$ cat config.mk
export PLATFORM = sky130hd
export DESIGN_NAME = w_matrix_bank_flat
export DESIGN_NICKNAME = d
export VERILOG_FILES = /design/src/rtl/fica_pkg.sv /design/src/rtl/w_matrix_bank_if.sv /design/src/rtl/row_delta_cmp.sv /design/src/rtl/w_matrix_bank.sv /design/src/flat_wrapper.sv
export SDC_FILE = /design/constraint.sdc
export NUM_CORES = 2
export LEC_CHECK = 0
export ABC_CLOCK_PERIOD_IN_PS = 31200
export CAP_MARGIN = 15
export CORE_MARGIN = 3
export CORE_UTILIZATION = 40
export DETAILED_ROUTE_END_ITERATION = 8
export PLACE_DENSITY_LB_ADDON = 0.12
export SYNTH_ARGS = -nofsm -noshare
export SYNTH_HDL_FRONTEND = slang
export SYNTH_SLANG_ARGS = --single-unit
$ cat constraint.sdc
create_clock -name clk_b -period 31.2 [get_ports clk_b]
set_input_delay 3.12 -clock clk_b [delete_from_list [all_inputs] [get_ports clk_b]]
set_output_delay 3.12 -clock clk_b [all_outputs]
set_load 0.03 [all_outputs]
$ cat src/rtl/fica_pkg.sv
// Shared constants for the FastICA core: default word format, bank FSM encoding
// and the row-major flat-index helper used to address W.
package fica_pkg;

    localparam int DW   = 26;
    localparam int FRAC = 13;
    localparam logic [DW-1:0] ONE_FX = DW'(1) << FRAC;

    localparam logic [1:0] ST_IDLE = 2'd0;
    localparam logic [1:0] ST_SEED = 2'd1;
    localparam logic [1:0] ST_RUN  = 2'd2;
    localparam logic [1:0] ST_DONE = 2'd3;

    function automatic int flat_idx(input int r, input int c, input int n);
        return r * n + c;
    endfunction

endpackage

$ cat src/rtl/w_matrix_bank_if.sv
// Seed/update/status bundle between the FastICA controller (master) and the W bank (slave).
// Parameters must match those of the w_matrix_bank instance it is bound to.
interface w_matrix_bank_if #(
    parameter int N        = 4,
    parameter int DW       = 26,
    parameter int MAX_ITER = 64
);
    localparam int RW = $clog2(N);
    localparam int IW = $clog2(MAX_ITER + 1);

    logic              init_b;
    logic              seed_valid;
    logic [DW-1:0]     seed_data;
    logic              upd_valid;
    logic              upd_ready;
    logic [RW-1:0]     upd_row;
    logic [N*DW-1:0]   upd_data;
    logic [N*N*DW-1:0] w_flat;
    logic [N-1:0]      row_conv;
    logic              busy;
    logic              done;
    logic              timeout;
    logic [IW-1:0]     iter_cnt;

    modport master (
        output init_b, seed_valid, seed_data, upd_valid, upd_row, upd_data,
        input  upd_ready, w_flat, row_conv, busy, done, timeout, iter_cnt
    );

    modport slave (
        input  init_b, seed_valid, seed_data, upd_valid, upd_row, upd_data,
        output upd_ready, w_flat, row_conv, busy, done, timeout, iter_cnt
    );

endinterface

$ cat src/rtl/row_delta_cmp.sv
// Combinational check that every element of a new row lies within TOL LSBs of the old row.
// Differences are taken in DW+1 bits so opposite-sign extremes cannot wrap.
module row_delta_cmp #(
    parameter int N   = 4,
    parameter int DW  = 26,
    parameter int TOL = 8
) (
    input  logic [N*DW-1:0] new_row,
    input  logic [N*DW-1:0] old_row,
    output logic            in_tol
);
    localparam logic [DW:0] TOL_L = (DW+1)'(TOL);

    logic signed [DW:0] diff [N];
    logic        [DW:0] mag  [N];

    always_comb begin
        in_tol = 1'b1;
        for (int k = 0; k < N; k++) begin
            diff[k] = $signed({new_row[k*DW+DW-1], new_row[k*DW +: DW]})
                    - $signed({old_row[k*DW+DW-1], old_row[k*DW +: DW]});
            mag[k]  = diff[k][DW] ? $unsigned(-diff[k]) : $unsigned(diff[k]);
            if (mag[k] > TOL_L)
                in_tol = 1'b0;
        end
    end

endmodule

$ cat src/rtl/w_matrix_bank.sv
// NxN demixing-weight bank: serial row-major seeding, then per-row updates with convergence/sweep tracking.
// Accepted words/rows are visible one cycle after the accepting edge; upd_ready only in RUN without init_b.
module w_matrix_bank
    import fica_pkg::*;
#(
    parameter int N        = 4,
    parameter int DW       = fica_pkg::DW,
    parameter int FRAC     = fica_pkg::FRAC,
    parameter int TOL      = 8,
    parameter int MAX_ITER = 64
) (
    input  logic             clk_b,
    input  logic             rst_b,
    w_matrix_bank_if.slave   bus
);
    localparam int RW = $clog2(N);
    localparam int IW = $clog2(MAX_ITER + 1);
    localparam int SW = $clog2(N * N);

    localparam logic [DW-1:0] ONE      = DW'(1) << FRAC;
    localparam logic [RW:0]   N_ROWS   = (RW+1)'(N);
    localparam logic [RW-1:0] LAST_ROW = RW'(N - 1);
    localparam logic [SW-1:0] LAST_IDX = SW'(N * N - 1);
    localparam logic [IW-1:0] ITER_LIM = IW'(MAX_ITER);

    logic [1:0]      state;
    logic [DW-1:0]   w_q [N*N];
    logic [SW-1:0]   seed_idx;
    logic [N-1:0]    row_conv_q;
    logic [IW-1:0]   iter_q;
    logic            timeout_q;

    logic [N*DW-1:0] old_row;
    logic [N-1:0]    conv_next;
    logic            in_tol;
    logic            accept;
    logic            row_ok;
    logic            sweep_end;

    assign bus.upd_ready = (state == ST_RUN) & ~bus.init_b;
    assign accept        = bus.upd_valid & bus.upd_ready;
    assign row_ok        = ({1'b0, bus.upd_row} < N_ROWS);
    assign sweep_end     = accept & (bus.upd_row == LAST_ROW);

    // Out-of-range rows (non power-of-2 N) compare against zero; the result is never used.
    always_comb begin
        old_row = '0;
        if (row_ok)
            for (int k = 0; k < N; k++)
                old_row[k*DW +: DW] = w_q[flat_idx(int'(bus.upd_row), k, N)];
    end

    always_comb begin
        conv_next = row_conv_q;
        if (row_ok)
            conv_next[bus.upd_row] = in_tol;
    end

    row_delta_cmp #(.N(N), .DW(DW), .TOL(TOL)) u_cmp (
        .new_row (bus.upd_data),
        .old_row (old_row),
        .in_tol  (in_tol)
    );

    always_ff @(posedge clk_b or posedge rst_b) begin
        if (rst_b) begin
            state      <= ST_IDLE;
            seed_idx   <= '0;
            row_conv_q <= '0;
            iter_q     <= '0;
            timeout_q  <= 1'b0;
            for (int i = 0; i < N * N; i++)
                w_q[i] <= (i / N == i % N) ? ONE : '0;
        end else if (bus.init_b && state != ST_SEED) begin
            state      <= ST_SEED;
            seed_idx   <= '0;
            row_conv_q <= '0;
            iter_q     <= '0;
            timeout_q  <= 1'b0;
        end else begin
            case (state)
                ST_SEED: if (bus.seed_valid) begin
                    w_q[seed_idx] <= bus.seed_data;
                    seed_idx      <= seed_idx + SW'(1);
                    if (seed_idx == LAST_IDX)
                        state <= ST_RUN;
                end
                ST_RUN: if (accept && row_ok) begin
                    for (int k = 0; k < N; k++)
                        w_q[flat_idx(int'(bus.upd_row), k, N)] <= bus.upd_data[k*DW +: DW];
                    row_conv_q <= conv_next;
                    if (sweep_end) begin
                        iter_q <= iter_q + IW'(1);
                        if (&conv_next) begin
                            state     <= ST_DONE;
                            timeout_q <= 1'b0;
                        end else if (iter_q + IW'(1) == ITER_LIM) begin
                            state     <= ST_DONE;
                            timeout_q <= 1'b1;
                        end
                    end
                end
                default: ;
            endcase
        end
    end

    for (genvar i = 0; i < N * N; i++) begin : g_flat
        assign bus.w_flat[i*DW +: DW] = w_q[i];
    end

    assign bus.row_conv = row_conv_q;
    assign bus.iter_cnt = iter_q;
    assign bus.timeout  = timeout_q;
    assign bus.busy     = (state == ST_SEED) || (state == ST_RUN);
    assign bus.done     = (state == ST_DONE);

endmodule

$ cat src/flat_wrapper.sv
// flat-port wrapper written by rule: the top's interface ports become plain ports
module w_matrix_bank_flat import fica_pkg::*;
#(
    parameter int N        = 4,
    parameter int DW       = fica_pkg::DW,
    parameter int FRAC     = fica_pkg::FRAC,
    parameter int TOL      = 8,
    parameter int MAX_ITER = 64
)
  (clk_b, rst_b, bus_init_b, bus_seed_valid, bus_seed_data, bus_upd_valid, bus_upd_row, bus_upd_data, bus_upd_ready, bus_w_flat, bus_row_conv, bus_busy, bus_done, bus_timeout, bus_iter_cnt);
  w_matrix_bank_if #(.N(N), .DW(DW), .MAX_ITER(MAX_ITER)) bus_i ();
  input  logic clk_b;
  input  logic rst_b;
  input wire logic [$bits(bus_i.init_b)-1:0] bus_init_b;
  input wire logic [$bits(bus_i.seed_valid)-1:0] bus_seed_valid;
  input wire logic [$bits(bus_i.seed_data)-1:0] bus_seed_data;
  input wire logic [$bits(bus_i.upd_valid)-1:0] bus_upd_valid;
  input wire logic [$bits(bus_i.upd_row)-1:0] bus_upd_row;
  input wire logic [$bits(bus_i.upd_data)-1:0] bus_upd_data;
  output wire logic [$bits(bus_i.upd_ready)-1:0] bus_upd_ready;
  output wire logic [$bits(bus_i.w_flat)-1:0] bus_w_flat;
  output wire logic [$bits(bus_i.row_conv)-1:0] bus_row_conv;
  output wire logic [$bits(bus_i.busy)-1:0] bus_busy;
  output wire logic [$bits(bus_i.done)-1:0] bus_done;
  output wire logic [$bits(bus_i.timeout)-1:0] bus_timeout;
  output wire logic [$bits(bus_i.iter_cnt)-1:0] bus_iter_cnt;
  assign bus_i.init_b = bus_init_b;
  assign bus_i.seed_valid = bus_seed_valid;
  assign bus_i.seed_data = bus_seed_data;
  assign bus_i.upd_valid = bus_upd_valid;
  assign bus_i.upd_row = bus_upd_row;
  assign bus_i.upd_data = bus_upd_data;
  assign bus_upd_ready = bus_i.upd_ready;
  assign bus_w_flat = bus_i.w_flat;
  assign bus_row_conv = bus_i.row_conv;
  assign bus_busy = bus_i.busy;
  assign bus_done = bus_i.done;
  assign bus_timeout = bus_i.timeout;
  assign bus_iter_cnt = bus_i.iter_cnt;
  w_matrix_bank #(.N(N), .DW(DW), .FRAC(FRAC), .TOL(TOL), .MAX_ITER(MAX_ITER)) u_core (.clk_b(clk_b), .rst_b(rst_b), .bus(bus_i));
endmodule
* Yosys cells after proc, flatten, opt, wreduce, memory -nomap -nowiden
Index checks and enable logic that the tools add are counted.
** Storage, ports and cells
- Bits in registers :: 434
- Bits in latches :: 0
- Bits in writable memories :: 0
- Memory bits (read-only) :: 0
- Input port bits :: 137
- Output and inout bits :: 431
- Logic and storage cells :: 162
- Memories :: 0
** Cells by class
- $add $sub $neg :: 13
- Multiply operators :: 0
- Div/mod/pow operators :: 0
- Magnitude comparators :: 16
- Equal/unequal tests :: 14
- Shifts and indexed selects :: 0
- Multiplexer cells :: 65
- Bitwise operators :: 10
- Reduce and logical (&&, ||, !) cells :: 23
** Operators with widths (number)
- bitwise mux 416 bit :: 5
- two-way mux 416 bit :: 2
- case mux 416 bit (2 select lines) :: 1
- demux 26 bit (select 4 bit) :: 5
- binary-select mux 26 bit (select 4 bit) :: 4
- two-way mux 26 bit :: 13
- >= comparator 32 x 5 -> 1 bit (second input constant) :: 4
- less-than comparator 32 x 1 -> 1 bit (second input constant) :: 4
- > comparator 27 x 4 -> 1 bit (second input constant) :: 4
- two-way mux 27 bit :: 4
- negator 27 bit :: 4
- subtractor 26 x 26 -> 27 bit :: 4
- NOT 32 bit :: 3
- NOT 4 -> 32 bit :: 1
- two-way mux 7 bit :: 4
- two-way mux 4 bit :: 6
- two-way mux 2 bit :: 7
- AND reduction 4 bit :: 3
- nonzero test 2 bit :: 6
- two-way mux 1 bit :: 11
- adder 4 x 2 -> 5 bit (second input constant) :: 2
- != test 3 x 2 -> 1 bit (second input constant) :: 3
- adder 7 x 1 -> 7 bit (second input constant) :: 1
- equality test 7 bit (second input constant) :: 1
- 25 further kinds :: 39

* Logic depth before layout (Yosys ltp)
- Depth in word-level cells :: 19
- Mapped depth :: 25

* Hierarchy
From an unflattened synthesis, not the netlist that was laid out.
** Second synthesis, totals
- Cell total of the unflattened synthesis :: 3934
- Area total of the unflattened synthesis :: 33064.2 um^2
** By module, submodules not included
- w_matrix_bank :: instances 1, cells each 2337, area an instance 22844.4 um^2, seq. area each 10865.4 um^2
- row_delta_cmp :: instances 1, cells each 1597, area an instance 10219.8 um^2, seq. area each 0.0 um^2

* Worst setup path after synthesis
OpenSTA, ideal clock, no wires.
- Kind :: input to register
- Start :: input port bus_upd_row[0]
- End :: register u_core.timeout_q, in the netlist u_core.bus.timeout
- Library setup time :: 0.132 ns
- Arrival :: 8.784 ns
- Path slack :: 22.285 ns
- Stages on the path :: 22
- Buffers on the path :: 4
- Cell sequence :: clkbuf_1 -> clkbuf_1 -> buf_1 -> mux4_2 -> inv_1 -> ha_1 -> a21o_1 -> a221o_1 -> nand3b_1 -> nand4b_2 -> or2_1 -> buf_2 -> or4_1 -> o22ai_1 -> nand2_1 -> a311o_1 -> or4_1 -> nor4_1 -> nand4_1 -> a21oi_2 -> o2111ai_1 -> nor3b_1
** On the way
- Word-level cells in the longest chain between the ends :: 19
- Elaborated cells between the ends (all ways) :: 56
- Classes of those cells :: add/sub: 11; order compare: 6; eq/ne: 1; mux: 28; bitwise: 5; reduce/logical: 5
** RTL lines
- start: declaration :: RTL line flat_wrapper.sv:18 : input wire logic [$bits(bus_i.upd_row)-1:0] bus_upd_row;
- adder 4 x 1 -> 5 bit or NOT 4 -> 32 bit (tied branches) :: RTL line fica_pkg.sv:15, w_matrix_bank.sv:50
- NOT 32 bit (implied by the code) or binary-select mux 26 bit (select 4 bit) (tied branches) :: RTL line w_matrix_bank.sv:50 : old_row[k*DW +: DW] = w_q[flat_idx(int'(bus.upd_row), k, N)];
- binary-select mux 26 bit (select 4 bit) or two-way mux 26 bit (tied branches) :: RTL line w_matrix_bank.sv:50
- two-way mux 26 bit (implied by the code) :: RTL line w_matrix_bank.sv:50
- two-way mux 26 bit (implied by the code) or subtractor 26 x 26 -> 27 bit (tied branches) :: RTL line w_matrix_bank.sv:50, row_delta_cmp.sv:21
- subtractor 26 x 26 -> 27 bit or negator 27 bit (tied branches) :: RTL line row_delta_cmp.sv:21, row_delta_cmp.sv:22
- negator 27 bit or two-way mux 27 bit (tied branches) :: RTL line row_delta_cmp.sv:22 : mag[k] = diff[k][DW] ? $unsigned(-diff[k]) : $unsigned(diff[k]);
- two-way mux 27 bit or > comparator 27 x 4 -> 1 bit (tied branches) :: RTL line row_delta_cmp.sv:22, row_delta_cmp.sv:23
- > comparator 27 x 4 -> 1 bit or two-way mux 1 bit (tied branches) :: RTL line row_delta_cmp.sv:23 : if (mag[k] > TOL_L)
- two-way mux 1 bit (3 in series) :: RTL line row_delta_cmp.sv:23
- bitwise mux 4 bit :: RTL line w_matrix_bank.sv:56 : conv_next[bus.upd_row] = in_tol;
- AND reduction 4 bit :: RTL line w_matrix_bank.sv:94 : if (&conv_next) begin
- two-way mux 1 bit :: RTL line w_matrix_bank.sv:94
- two-way mux 1 bit :: RTL line w_matrix_bank.sv:92 : if (sweep_end) begin
- two-way mux 1 bit :: RTL line w_matrix_bank.sv:88 : ST_RUN: if (accept && row_ok) begin
- two-way mux 1 bit :: RTL line w_matrix_bank.sv:81 : case (state)
- two-way mux 1 bit :: RTL line w_matrix_bank.sv:74 : end else if (bus.init_b && state != ST_SEED) begin
- end signal: assignment :: RTL line w_matrix_bank.sv:79 : timeout_q <= 1'b0;
- end signal: assignment :: RTL line w_matrix_bank.sv:96 : timeout_q <= 1'b0;
- end signal: assignment :: RTL line w_matrix_bank.sv:99 : timeout_q <= 1'b1;
- end: declaration :: RTL line w_matrix_bank.sv:31 : logic timeout_q;
Several ways; a longest one is shown, not always the timed one. The select of a mux whose other input is x is not followed.
A chain may end at the register's enable or synchronous reset.

* Final worst setup path
Same ends and word-level chain as after synthesis.

==> impl_metrics.tcl <==
set metrics [dict create \
    status "completed" \
    synth_nets 4119 \
    dpl.hpwl_um 101300 \
    htreeDepth 2 \
    dieHeight_um 291.8 \
    ys_seq_elements 434 \
    cts_max_path_buffers 3 \
    path_class "input pin to register" \
    power_leakage_nw 15.18 \
    synth-edff-count 0 \
    ys.flop_type "dfrtp_1" \
    worst_path_largest_cell_delay_ps 690 \
    rsz0062_at_grt "no" \
    area_growth_pct 24.56 \
    slew_headroom_pct 19.33 \
    dp.cells 5197 \
    cts_tree "yes" \
    gp_congestion 1.006 \
    peakVddDrop_mv 0.04017 \
    hold_class "register to register" \
    ys_warn_count 0 \
    rr_worst_depth 18 \
    wl_per_cell_um 27.84 \
    setup_violations 0 \
    grt_pass1_wl_um 219000 \
    syn-mean-instance-area_um2 8.464 \
    coreArea_um2 80680 \
    layout-drive-gt1-share_pct 8.296 \
    holdPathEnd "u_core.bus.w_flat[13]" \
    cp_common_cell "buf_4" \
    syn_area_um2 32670 \
    cp.required_ps 31670 \
    cts_resized 0 \
    crit_slowest_cell "buf_4" \
    dpl_cell_area_um2 39020 \
    finalNetCount 4450 \
    finalCriticalPeriod_ps 9448 \
    path_clk_slew_ps 60 \
    final_cell_mix "clkdlybuf4s50_1, dfrtp_1, nand2_1, a21oi_1, nor2_1" \
    crit_path_end_kind "register" \
    slew_viol_final 0 \
    rows 104 \
    firstDrtPassIters 8 \
    yosys.cell_types.count 93 \
    tightestPinTransition_ps 1202 \
    min_path_cells 2 \
    postCtsSetupRepairBufs 0 \
    num-fill-cells 7811 \
    vias 34306 \
    setup_tns_ps 0 \
    yosysSeqAreaShare_pct 33.26 \
    grt_pass1_vias 32896 \
    cts_sinks 434 \
    grt_antenna_before_repair 10 \
    rr_startpoint "u_core.bus.w_flat[390]" \
    io_pins 568 \
    track_usage_pct 33.38 \
    wl_um 147500 \
    worstReg2RegEnd "u_core.bus.timeout" \
    stdcell_area_um2 40700 \
    numCtsBuffers 51 \
    powerDensity_nw_per_um2 79.33 \
    vias_per_cell 6.474 \
    grt_max_degree 188 \
    rrSetupSlack_ps 25180 \
    fin_worst_skew_ps 22.41 \
    drtIter0Drc 3658 \
    die_area_um2 85140 \
    critical_path.max_fanout 45 \
    die_width_um 291.8 \
    numPortBuffers 567 \
    syn-instance-count 3860 \
    fin_cells 5299 \
    drtAntennaViolNets 0 \
    cts_hold_buf 0 \
    fin_util_pct 50.44 \
    final_common_cell "clkdlybuf4s50_1" \
    fmax_ghz 0.1058 \
    clock_latency_ps 600 \
    power_w 0.003228 \
    finalCritPeriodShare_pct 30.28 \
    start_kind "input pin" \
    grt_overflow 0 \
    cts_root_buf "clkbuf_16" \
    synth-async-reset-ratio_pct 100.0 \
    arrival_ps 9910 \
    drv_cap 0 \
    drc 0 \
    min-delay-start "u_core.bus.w_flat[13]" \
    worstPathCellList "buf_6 > buf_4 > mux4_2 > inv_1 > ha_1 > a21o_1 > a221o_1 > o2bb2ai_1 > o21ba_2 > a21oi_1 > buf_4 > nand2_1 > xor2_1 > o221ai_1 > or4b_1 > or4_1 > nor4_1 > nand4_1 > a21oi_2 > o2111ai_1 > nor3b_1" \
    hold_violations 0 \
    start_util_pct 40.50 \
]
==> how the worst max path moves through the flow <==
| stage | slack, ps | end | start | cells past startpoint |
|---|---|---|---|---|
| 2_1_floorplan | 16000 | u_core.bus.iter_cnt[0] | rst_b | 1 |
| 3_3_place_gp | 21070 | u_core.bus.timeout | bus_upd_row[0] | 20 |
| 3_5_place_dp | 21250 | u_core.bus.timeout | bus_upd_row[0] | 21 |
| 4_1_cts | 21880 | u_core.bus.timeout | bus_upd_row[0] | 21 |
| 5_1_grt | 21310 | u_core.bus.timeout | bus_upd_row[1] | 20 |
| 6_report | 21750 | u_core.bus.timeout | bus_upd_row[0] | 21 |
==> cell type report <==
class,instances,area (µm²),share of cell area [%]
Clock inverter,10,80.08,0.1968
Sequential cell,434,10870,26.70
Clock buffer,83,1559,3.831
Antenna cell,8,20.02,0.04919
Timing Repair Buffer,629,6181,15.19
Tap cell,1060,1326,3.259
Inverter,152,578.1,1.420
Multi-Input combinational cell,2923,20090,49.36
==> cell usage after synthesis (24+ instances only) <==
master,instances,area [µm²]
a21o_1,32,240.2
a32oi_1,343,3004
a22oi_1,82,615.6
clkbuf_1,291,1092
a21oi_1,364,1822
buf_1,51,191.4
nor3_1,54,270.3
nand2b_1,25,156.4
nand4_1,38,237.7
and2_1,28,175.2
dfrtp_1,430,10760
a211oi_1,26,195.2
o211ai_1,33,247.7
xor2_1,34,297.8
and3_1,24,150.1
nor2b_1,41,256.5
or3_1,28,175.2
inv_1,152,570.6
nand2_1,398,1494
nand3_1,54,270.3
o21ai_0,327,1637
ha_1,118,1476
xnor2_1,48,420.4
mux4_2,104,2342
nor2_1,357,1340
==> stage by stage <==
| stage | setup slack, ps | hold WS, ps |
|---|---|---|
| 3_5_place_dp | 21250 | 494.1 |
| 4_1_cts | 21880 | 503.0 |
| 2_1_floorplan | 16000 | 528.9 |
| 3_3_place_gp | 21070 | 484.3 |
| 6_report | 21750 | 501.5 |
| 5_1_grt | 21310 | 531.5 |
==> kinds of logic (layout without fill, tap and decap cells) <==
family / after synthesis / count (layout) / share of synthesized area, %
compound gates: 1446 / 1446 / 29.88
flops: 434 / 434 / 33.26
xor+xnor: 82 / 82 / 2.198
buf+inv: 503 / 874 / 5.813
fa+ha+maj: 122 / 122 / 4.764
other cells: 0 / 8 / 0
simple gates: 1155 / 1155 / 16.48
mux: 118 / 118 / 7.610
==> registers in the layout (all words and copies together), names as in the netlist <==
register and cells:
u_core.bus.timeout 1, u_core.bus.w_flat 416, u_core.state 2, u_core.seed_idx 4, u_core.bus.iter_cnt 7, u_core.bus.row_conv 4
==> power by group <==
group	leakage, nW	switching (W)	internal (W)	total [W]
logic	8.56	0.00112	0.000656	0.00178
clock network	0.803	0.000254	0.000347	0.000602
registers	5.82	0.000149	0.000702	0.000851
==> worst max-delay path, delay by kind of cell <==
| kind | cells | cell delay [ps] |
|---|---|---|
| AND/OR/NAND/NOR | 6 | 1960 |
| adder cells (fa/ha/maj) | 1 | 290 |
| AO/OA/AOI/OAI | 8 | 2030 |
| multiplexers | 1 | 590 |
| XOR/XNOR | 1 | 240 |
| buffers and inverters | 4 | 1620 |
==> layer usage <==
layer  share of wire [%]  wire length, µm  up-vias  global-route usage (%)
met2                  45            66810     1876                   51.80
met5               0.018               27        -                       0
li1                    -                -    15298                       -
met4                 4.5             6663        4                   14.26
met3                 9.5            13980      300                   7.583
met1                  41            60060    16828                   44.95
Power figures use the tool's default switching activity.
